## src/rtl/tlp_xcvr_pkg.sv

```systemverilog
// Shared C2F ring geometry, address types and the beat record used by the chunk reader.
package tlp_xcvr_pkg;

   localparam int C2F_CHUNK_QW_NBITS  = 4;
   localparam int C2F_NUMCHUNKS_NBITS = 2;

   typedef logic [63:0] uint64;

   typedef logic [C2F_NUMCHUNKS_NBITS-1:0]                    C2FChunkPtr;
   typedef logic [C2F_CHUNK_QW_NBITS-1:0]                     C2FChunkOffset;
   typedef logic [C2F_NUMCHUNKS_NBITS+C2F_CHUNK_QW_NBITS-1:0] C2FAddr;

   // One returned qword plus its chunk-boundary tags
   typedef struct packed {
      uint64 data;
      logic  sop;
      logic  eop;
   } C2FBeat;

   typedef enum logic [1:0] {
      S_IDLE,
      S_STREAM,
      S_DRAIN
   } C2FReaderState;

endpackage

```

## src/rtl/c2f_skid2.sv

```systemverilog
// Two-entry FIFO of C2F beats; entry0 is always the head so it stays put while stalled.
module c2f_skid2
   import tlp_xcvr_pkg::*;
(
   input  logic       clk_in,
   input  logic       rstn_in,
   input  logic       push,
   input  C2FBeat     pushBeat,
   input  logic       pop,
   output logic [1:0] occupancy,
   output C2FBeat     head
);

   C2FBeat     entry0;
   C2FBeat     entry1;
   logic [1:0] count;

   assign occupancy = count;
   assign head      = entry0;

   // Shift-style FIFO: pops move entry1 forward, pushes land in the first free slot
   always_ff @(posedge clk_in or negedge rstn_in) begin
      if (!rstn_in) begin
         count  <= 2'd0;
         entry0 <= '0;
         entry1 <= '0;
      end else begin
         case ({push, pop})
            2'b10: begin
               if (count == 2'd0) begin
                  entry0 <= pushBeat;
               end else begin
                  entry1 <= pushBeat;
               end
               count <= count + 2'd1;
            end
            2'b01: begin
               entry0 <= entry1;
               count  <= count - 2'd1;
            end
            2'b11: begin
               if (count == 2'd2) begin
                  entry0 <= entry1;
                  entry1 <= pushBeat;
               end else begin
                  entry0 <= pushBeat;
               end
            end
            default: begin
            end
         endcase
      end
   end

endmodule

```

## src/rtl/c2f_chunk_reader.sv

```systemverilog
// Reads completed chunks out of the C2F RAM ring in order and streams them as 64-bit beats.
module c2f_chunk_reader
   import tlp_xcvr_pkg::*;
#(
   parameter int CHUNK_QW_NBITS  = C2F_CHUNK_QW_NBITS,
   parameter int NUMCHUNKS_NBITS = C2F_NUMCHUNKS_NBITS
) (
   input  logic                                clk_in,
   input  logic                                rstn_in,
   input  logic                                enable_in,
   input  logic [NUMCHUNKS_NBITS-1:0]          wrPtr_in,
   output logic [NUMCHUNKS_NBITS-1:0]          rdPtr_out,
   output logic                                dtAck_out,
   output logic [NUMCHUNKS_NBITS+CHUNK_QW_NBITS-1:0] ramAddr_out,
   input  logic [63:0]                         ramData_in,
   output logic [63:0]                         data_out,
   output logic                                valid_out,
   input  logic                                ready_in,
   output logic                                sop_out,
   output logic                                eop_out
);

   localparam int               OFF_W       = (CHUNK_QW_NBITS > 0) ? CHUNK_QW_NBITS : 1;
   localparam logic [OFF_W-1:0] LAST_OFFSET = OFF_W'((1 << CHUNK_QW_NBITS) - 1);

   C2FReaderState              state;
   C2FReaderState              stateNext;
   logic [NUMCHUNKS_NBITS-1:0] rdPtr;
   logic [OFF_W-1:0]           issueOffset;
   logic [OFF_W-1:0]           offsetNext;
   logic                       issueEn;
   logic                       inflight;
   logic                       inflightSop;
   logic                       inflightEop;
   logic                       dtAck;
   logic [1:0]                 occupancy;
   C2FBeat                     head;
   C2FBeat                     pushBeat;
   logic                       pop;
   logic                       ringEmpty;
   logic                       bufferRoom;
   logic                       chunkDone;
   logic [2:0]                 credit;

   assign valid_out  = (occupancy != 2'd0);
   assign pop        = valid_out && ready_in;
   assign ringEmpty  = (rdPtr == wrPtr_in);
   assign credit     = {1'b0, occupancy} + {2'b00, inflight} - {2'b00, pop};
   assign bufferRoom = (credit < 3'd2);
   assign chunkDone  = (state == S_DRAIN) && pop && head.eop;

   assign data_out  = head.data;
   assign sop_out   = valid_out && head.sop;
   assign eop_out   = valid_out && head.eop;
   assign rdPtr_out = rdPtr;
   assign dtAck_out = dtAck;

   assign pushBeat = '{data: ramData_in, sop: inflightSop, eop: inflightEop};

   generate
      if (CHUNK_QW_NBITS == 0) begin : gSingleQw
         assign ramAddr_out = rdPtr;
      end else begin : gMultiQw
         assign ramAddr_out = {rdPtr, issueOffset};
      end
   endgenerate

   c2f_skid2 skid (
      .clk_in    (clk_in),
      .rstn_in   (rstn_in),
      .push      (inflight),
      .pushBeat  (pushBeat),
      .pop       (pop),
      .occupancy (occupancy),
      .head      (head)
   );

   // Next-state and read-issue decision; the offset wraps to zero after the last qword
   always_comb begin
      stateNext  = state;
      issueEn    = 1'b0;
      offsetNext = issueOffset;
      case (state)
         S_IDLE: begin
            if (enable_in && !ringEmpty && bufferRoom) begin
               issueEn    = 1'b1;
               offsetNext = (issueOffset == LAST_OFFSET) ? '0 : issueOffset + 1'b1;
               stateNext  = (issueOffset == LAST_OFFSET) ? S_DRAIN : S_STREAM;
            end
         end
         S_STREAM: begin
            if (bufferRoom) begin
               issueEn    = 1'b1;
               offsetNext = (issueOffset == LAST_OFFSET) ? '0 : issueOffset + 1'b1;
               if (issueOffset == LAST_OFFSET) begin
                  stateNext = S_DRAIN;
               end
            end
         end
         S_DRAIN: begin
            if (chunkDone) begin
               stateNext = S_IDLE;
            end
         end
         default: begin
            stateNext = S_IDLE;
         end
      endcase
   end

   // State, issue offset, ring read pointer and the chunk-consumed acknowledge
   always_ff @(posedge clk_in or negedge rstn_in) begin
      if (!rstn_in) begin
         state       <= S_IDLE;
         issueOffset <= '0;
         rdPtr       <= '0;
         dtAck       <= 1'b0;
      end else begin
         state       <= stateNext;
         issueOffset <= offsetNext;
         dtAck       <= chunkDone;
         if (chunkDone) begin
            rdPtr <= rdPtr + 1'b1;
         end
      end
   end

   // Remember which reads are in flight so their data is tagged when it returns
   always_ff @(posedge clk_in or negedge rstn_in) begin
      if (!rstn_in) begin
         inflight    <= 1'b0;
         inflightSop <= 1'b0;
         inflightEop <= 1'b0;
      end else begin
         inflight    <= issueEn;
         inflightSop <= issueEn && (issueOffset == '0);
         inflightEop <= issueEn && (issueOffset == LAST_OFFSET);
      end
   end

endmodule

```

## config.mk

```make
export PLATFORM = sky130hd
export DESIGN_NAME = c2f_chunk_reader
export DESIGN_NICKNAME = d
export VERILOG_FILES = /design/src/rtl/tlp_xcvr_pkg.sv /design/src/rtl/c2f_skid2.sv /design/src/rtl/c2f_chunk_reader.sv
export SDC_FILE = /design/constraint.sdc
export NUM_CORES = 1
export LEC_CHECK = 0
export ABC_AREA = 1
export ABC_CLOCK_PERIOD_IN_PS = 6090
export CAP_MARGIN = 40
export CORE_AREA = 3 3 150 152
export CTS_CLUSTER_DIAMETER = 40
export DETAILED_ROUTE_END_ITERATION = 10
export DIE_AREA = 0 0 153 155
export SLEW_MARGIN = 25
export SYNTH_ARGS = -nofsm -noshare
export SYNTH_HDL_FRONTEND = slang
export SYNTH_SLANG_ARGS = --single-unit
```

## constraint.sdc

```tcl
create_clock -name clk_in -period 6.09 [get_ports clk_in]
set_input_delay 1.218 -clock clk_in [delete_from_list [all_inputs] [get_ports clk_in]]
set_output_delay 1.218 -clock clk_in [all_outputs]
set_load 0.005 [all_outputs]
```

Word level (Yosys, flattened, before mapping)
Index checks and enable logic that the tools add are counted.

Flip-flop bits (word level): 146. Latch bits: 0. Memory bits (writable): 0. Bits in read-only memories: 0. Bits of input ports: 70. Memories: 0.

Add/sub/neg operators: 6. Multiply operators: 0. Div/mod/pow operators: 0. Magnitude comparators: 1. Eq/ne operators: 15. Shift-type cells: 0. Multiplexer cells: 20. Bitwise operators: 0. Reductions and logical operators: 22.

Operator list (number): 66-bit 2-to-1 mux (4); 66-bit case mux with 3 select lines (1); 66-bit case mux with 2 select lines (1); 4-bit 2-to-1 mux (3); 2-bit 2-to-1 mux (5); 2-bit inequality test (second input constant) (5); 1-bit logical AND (9); 2-bit equality test (second input constant) (4); 4-bit case mux with 2 select lines (1); 2-bit nonzero test (4); 2-bit case mux with 3 select lines (1); 3-bit AND reduction (2); 2-bit by 1-bit adder with 2-bit output (second input constant) (2); 4-bit by 1-bit adder with 4-bit output (second input constant) (1); 2-bit by 1-bit equality test with 1-bit output (second input constant) (2); 4-bit equality test (second input constant) (1); 2-bit logical NOT (2); 4-bit logical NOT (1); 2-bit by 1-bit inequality test with 1-bit output (second input constant) (2); 2-bit case mux with 2 select lines (1); 4-bit AND reduction (1); 2-bit by 1-bit adder with 3-bit output (1); 3-bit by 2-bit less-than comparator with 1-bit output (second input constant) (1); 3-bit nonzero test (1); 7 further kinds (8).

Longest topological paths before layout
Depth after elaboration: 8. Gate-level depth with buffers: 16. Mapped depth without buffers: 16.

By module
From an unflattened synthesis, not the netlist that was laid out.

Cell total of the unflattened synthesis: 907. Area, all modules: 6929.1 um^2.

By module, submodules not included: c2f_skid2 (times used 1, cells each 808, area each 6175.9 um^2, seq. area each 3353.2 um^2); c2f_chunk_reader (times used 1, cells each 99, area each 753.2 um^2, seq. area each 300.3 um^2).

Worst setup path after synthesis
OpenSTA, ideal clock, no wires.

Path type: input to register. From: input port ready_in. To: register issueOffset[2]. Arrival: 2.735 ns. Path slack: 3.223 ns. Cell stages on the path: 12. Path buffers: 1. Path through: inv_1 > nor2_2 > nand2_1 > o31ai_1 > inv_1 > fa_1 > nand2_1 > nor3_1 > nand2_1 > clkbuf_1 > nand2_1 > o21ai_0.

Longest elaborated chain between the ends: 6. Elaborated cells between the ends (all ways): 7. Classes of those cells: add/sub: 1; order compare: 1; eq/ne: 2; reduce/logical: 3.

Ends and longest elaborated chain: from (decl) (line c2f_chunk_reader.sv:18) `input logic ready_in,`; 1-bit logical AND * (line c2f_chunk_reader.sv:46) `assign pop = valid_out && ready_in;`; 3-bit by 1-bit subtractor with 3-bit output * (line c2f_chunk_reader.sv:48) `assign credit = {1'b0, occupancy} + {2'b00, inflight} - {2'b00, pop};`; 3-bit by 2-bit less-than comparator with 1-bit output * (line c2f_chunk_reader.sv:49) `assign bufferRoom = (credit < 3'd2);`; 1-bit logical AND (line c2f_chunk_reader.sv:85) `if (enable_in && !ringEmpty && bufferRoom) begin`; 2-bit inequality test (no source line); 3-bit AND reduction (no source line) *; to (signal assigned) (line c2f_chunk_reader.sv:120) `issueOffset <= offsetNext;`; to (decl) (line c2f_chunk_reader.sv:29) `logic [OFF_W-1:0] issueOffset;`.

Mark *: on every way between the ends. The rest lies on a longest branch, timed or not. A chain may end at the register's enable or synchronous reset.

Worst setup path after layout
From: input port ready_in. To: register state[1].

Longest elaborated chain between the ends: 6. Elaborated cells between the ends (all ways): 10. Classes of those cells: add/sub: 1; order compare: 1; eq/ne: 3; reduce/logical: 5.

Ends and longest elaborated chain: 1-bit logical AND * (line c2f_chunk_reader.sv:46); 3-bit by 1-bit subtractor with 3-bit output (line c2f_chunk_reader.sv:48); 3-bit by 2-bit less-than comparator with 1-bit output (line c2f_chunk_reader.sv:49); 1-bit logical AND (line c2f_chunk_reader.sv:85); 2-bit inequality test (no source line); 4-bit AND reduction (no source line) *; to (signal assigned) (line c2f_chunk_reader.sv:119) `state <= stateNext;`; to (decl) (line c2f_chunk_reader.sv:26) `C2FReaderState state;`.

Marked as above.

==> flow_metrics.py <==
metrics = {
    "synth": {
        "synth_enable_flop_cells": 0,
        "avgSynthCellArea_um2": 7.178,
        "synth_fa_ha_area_frac": 0.008251,
        "muxShareOfSynthArea": 0,
        "syn_nets": 1258,
        "synthArstFlopShare": 1.000,
        "synthSimpleGateAreaFrac": 0.3149,
        "synth_top_area_frac": 0.4302,
        "synth_common_cells": "497 x nand2_1, 146 x dfrtp_1, 137 x nand3_1",
        "seq_area_frac_synth": 0.4302,
        "synthCells": 1183,
        "synth_most_common_cell": "nand2_1",
        "synth_compound_area_frac": 0.09091,
        "synth-xor-area-share": 0.004126,
        "synth-seq-cells": 146,
        "synth_warnings": 0,
        "netlist_area_mm2": 0.008492,
        "synth_area_leaders": "dfrtp_1 43%, nand2_1 22%, nand3_1 8.1%",
        "synth-main-ff-cell": "dfrtp_1",
        "synth_top_area_cell": "dfrtp_1",
        "synth_top_family_by_area": "simple AND/OR/NAND/NOR gates",
        "yosysUniqueCellTypes": 27,
    },
    "setup_path": {
        "worstPathArrival_ns": 3.53,
        "crit_chain": "clkdlybuf4s50_1, inv_1, nor2_2, nand2_1, o31ai_1, inv_1, fa_1, nand2_1, nor3_1, nand2_1, o21ai_0",
        "crit_path_top_delay_cell": "fa_1",
        "cp-startpoint": "ready_in",
        "critPathRequiredTime_ns": 6.41,
        "max_stage_delay_ns": 0.51,
        "path_buf_inv": 3,
        "path_delay_family": "simple AND/OR/NAND/NOR gates",
        "cp-end-kind": "register",
        "path_max_fanout": 11,
        "r2r_start": "skid.occupancy[0]$_DFFE_PN0P_",
        "crit_top_cell": "nand2_1",
        "worstSetupPathType": "in2reg",
        "r2r_slack_ns": 3.28,
        "start_kind": "primary input",
    },
    "clocking": {
        "ctsResizeCount": 0,
        "postCtsSetupRepairBufs": 0,
        "clkLatencyLatePin_ns": 0.42,
        "clkTransAtPathRegs_ns": 0.06,
        "cts_inserted_buffers": 17,
        "cts-htree-levels": 4,
        "cts.path.max_buffers": 2,
        "cts_tree": "yes",
        "postCtsHoldBufs": 0,
        "cts-root-buf": "clkbuf_16",
        "clock_sinks": 146,
    },
    "timing": {
        "slew-limit-headroom": 0.4560,
        "worst_pin_slew_ns": 0.8160,
        "rsz0062_at_grt": "no",
        "hold_viol_final": 0,
        "tns_ns": 0,
        "max_freq_mhz": 312.1,
        "drv_slew": 0,
        "finalSetupViolCount": 0,
        "skew_ns": 0.008773,
        "min_period_over_period": 0.5262,
        "fin_crit_ns": 3.204,
    },
    "drt": {
        "drc": 0,
        "ant_nets": 0,
        "vias": 7254,
        "wl_per_cell_um": 13.92,
        "first_pass_iters": 4,
        "drt_first_iter_violations": 485,
        "via_per_inst": 4.807,
        "drt_wl_total_um": 21000,
    },
    "die": {
        "io_pins": 146,
        "dieArea_mm2": 0.02372,
        "core_mm2": 0.02115,
        "die_x_um": 153,
        "die_y_um": 155,
        "num_rows": 53,
        "start_util": 0.4014,
    },
    "placed_design": {
        "portBuffers": 145,
        "dp_hpwl_um": 13270,
        "gp_congestion": 0.8210,
    },
    "finish": {
        "area_growth_pct": 19.15,
        "nNetsFinal": 1297,
        "diodes": 0,
        "drive_gt1_frac": 0.05835,
        "fillers": 2121,
    },
    "pwr": {
        "p_leak_nw": 4.909,
        "power_density_mw_per_mm2": 496.6,
        "finalPower_mw": 5.025,
        "power.ir.vdd_worst_v": 0.0002485,
    },
    "grt": {
        "grt_max_degree": 77,
        "grt_use_total": 0.1802,
        "antenna_found_initial": 1,
        "grt_remaining_overflow": 0,
        "grt_pass1_vias": 6797,
        "grt_pass1_wl_um": 35120,
    },
    "hold_path": {
        "hp-class": "reg2reg",
        "min-delay-start": "skid.head[2]$_DFFE_PN0P_",
    },
    "job": {
        "cap_violations": 0,
    },
    "run_status": {
        "status": "finished clean",
    },
}
==> kinds of logic (layout without fill, tap and decap cells) <==
| group | Yosys count | count (layout) |
|---|---|---|
| compound gates | 141 | 141 |
| flops | 146 | 146 |
| fa+ha+maj | 5 | 5 |
| buf+inv | 231 | 282 |
| xor+xnor | 4 | 4 |
| simple gates | 656 | 656 |
==> flip-flops by register name, summed over array words and instances, names as in the netlist <==
signal and count:
inflightSop 1, skid.occupancy 2, inflight 1, rdPtr_out 2, dtAck_out 1, inflightEop 1
skid.entry1 66, issueOffset 4, state 2, skid.head 66
==> where the power goes <==
| group | total (mW) | switching, mW | internal (mW) |
|---|---|---|---|
| logic | 2.33 | 1.33 | 0.995 |
| registers | 1.68 | 0.257 | 1.42 |
| clock network | 1.01 | 0.420 | 0.594 |
| total | 5.03 | 2.01 | 3.01 |
==> final cells by class <==
class                   count  area, µm²  share of cell area
clock buffers              20      466.7             0.04612
clock inverters            11      106.4             0.01051
inverters                  93      349.1             0.03450
multi-input cells         806       3571              0.3529
flip-flops and latches    146       3654              0.3611
well taps                 275      344.1             0.03401
repair buffers            158       1628              0.1609
==> final timing paths <==
kind                                              to  depth (start not counted)
min in group asynchronous  skid.head[31]$_DFFE_PN0P_                          1
max in group asynchronous  skid.head[58]$_DFFE_PN0P_                          2
max reg2reg                     state[1]$_DFFE_PN0P_                         11
min reg2reg                 skid.head[2]$_DFFE_PN0P_                          2
max                             state[1]$_DFFE_PN0P_                         11
min                         skid.head[2]$_DFFE_PN0P_                          2
==> worst min-delay path, stage by stage, from the launching register on <==
cell	delay [ns]
dfrtp_1	0.34
nand2_1	0.05
nand2_1	0.05
==> layer usage <==
metal	vias up	GRT usage	wire, µm	part of all wire
li1	3723	-	-	-
met1	3370	0.2482	9950	0.47
met2	141	0.2904	9845	0.47
met3	18	0.03839	936	0.045
met4	2	0.04922	256	0.012
met5	-	0	13	0.00062
==> cell usage in the layout (no fill, tap or decap), types with 2 or more instances in the layout <==
cell type / instances
nand2_1: 497
dfrtp_1: 146
clkdlybuf4s50_1: 144
nand3_1: 137
inv_1: 90
o21ai_0: 72
o21ai_1: 50
clkbuf_16: 17
o21ai_2: 16
nor2_1: 15
buf_4: 8
clkinvlp_4: 6
nand2_4: 3
inv_2: 3
ha_1: 3
clkbuf_8: 3
buf_12: 3
xnor2_1: 2
xor2_1: 2
clkinv_4: 2
buf_16: 2
==> stage by stage <==
stage                       util  worst slack (ns)  instances  hold slack [ns]  area [µm²]
after global routing      0.4783             2.643       1509           0.4944       10120
after floorplan                -             3.223       1183           0.4488        8492
final                     0.4783             2.886       1509           0.4757       10120
after detailed placement  0.4490             2.017       1476           0.4638        9498
after global placement    0.4467             1.990       1474           0.4630        9450
after CTS                 0.4761             2.463       1507           0.4830       10070
No activity file was read; power rests on OpenSTA's default activity.
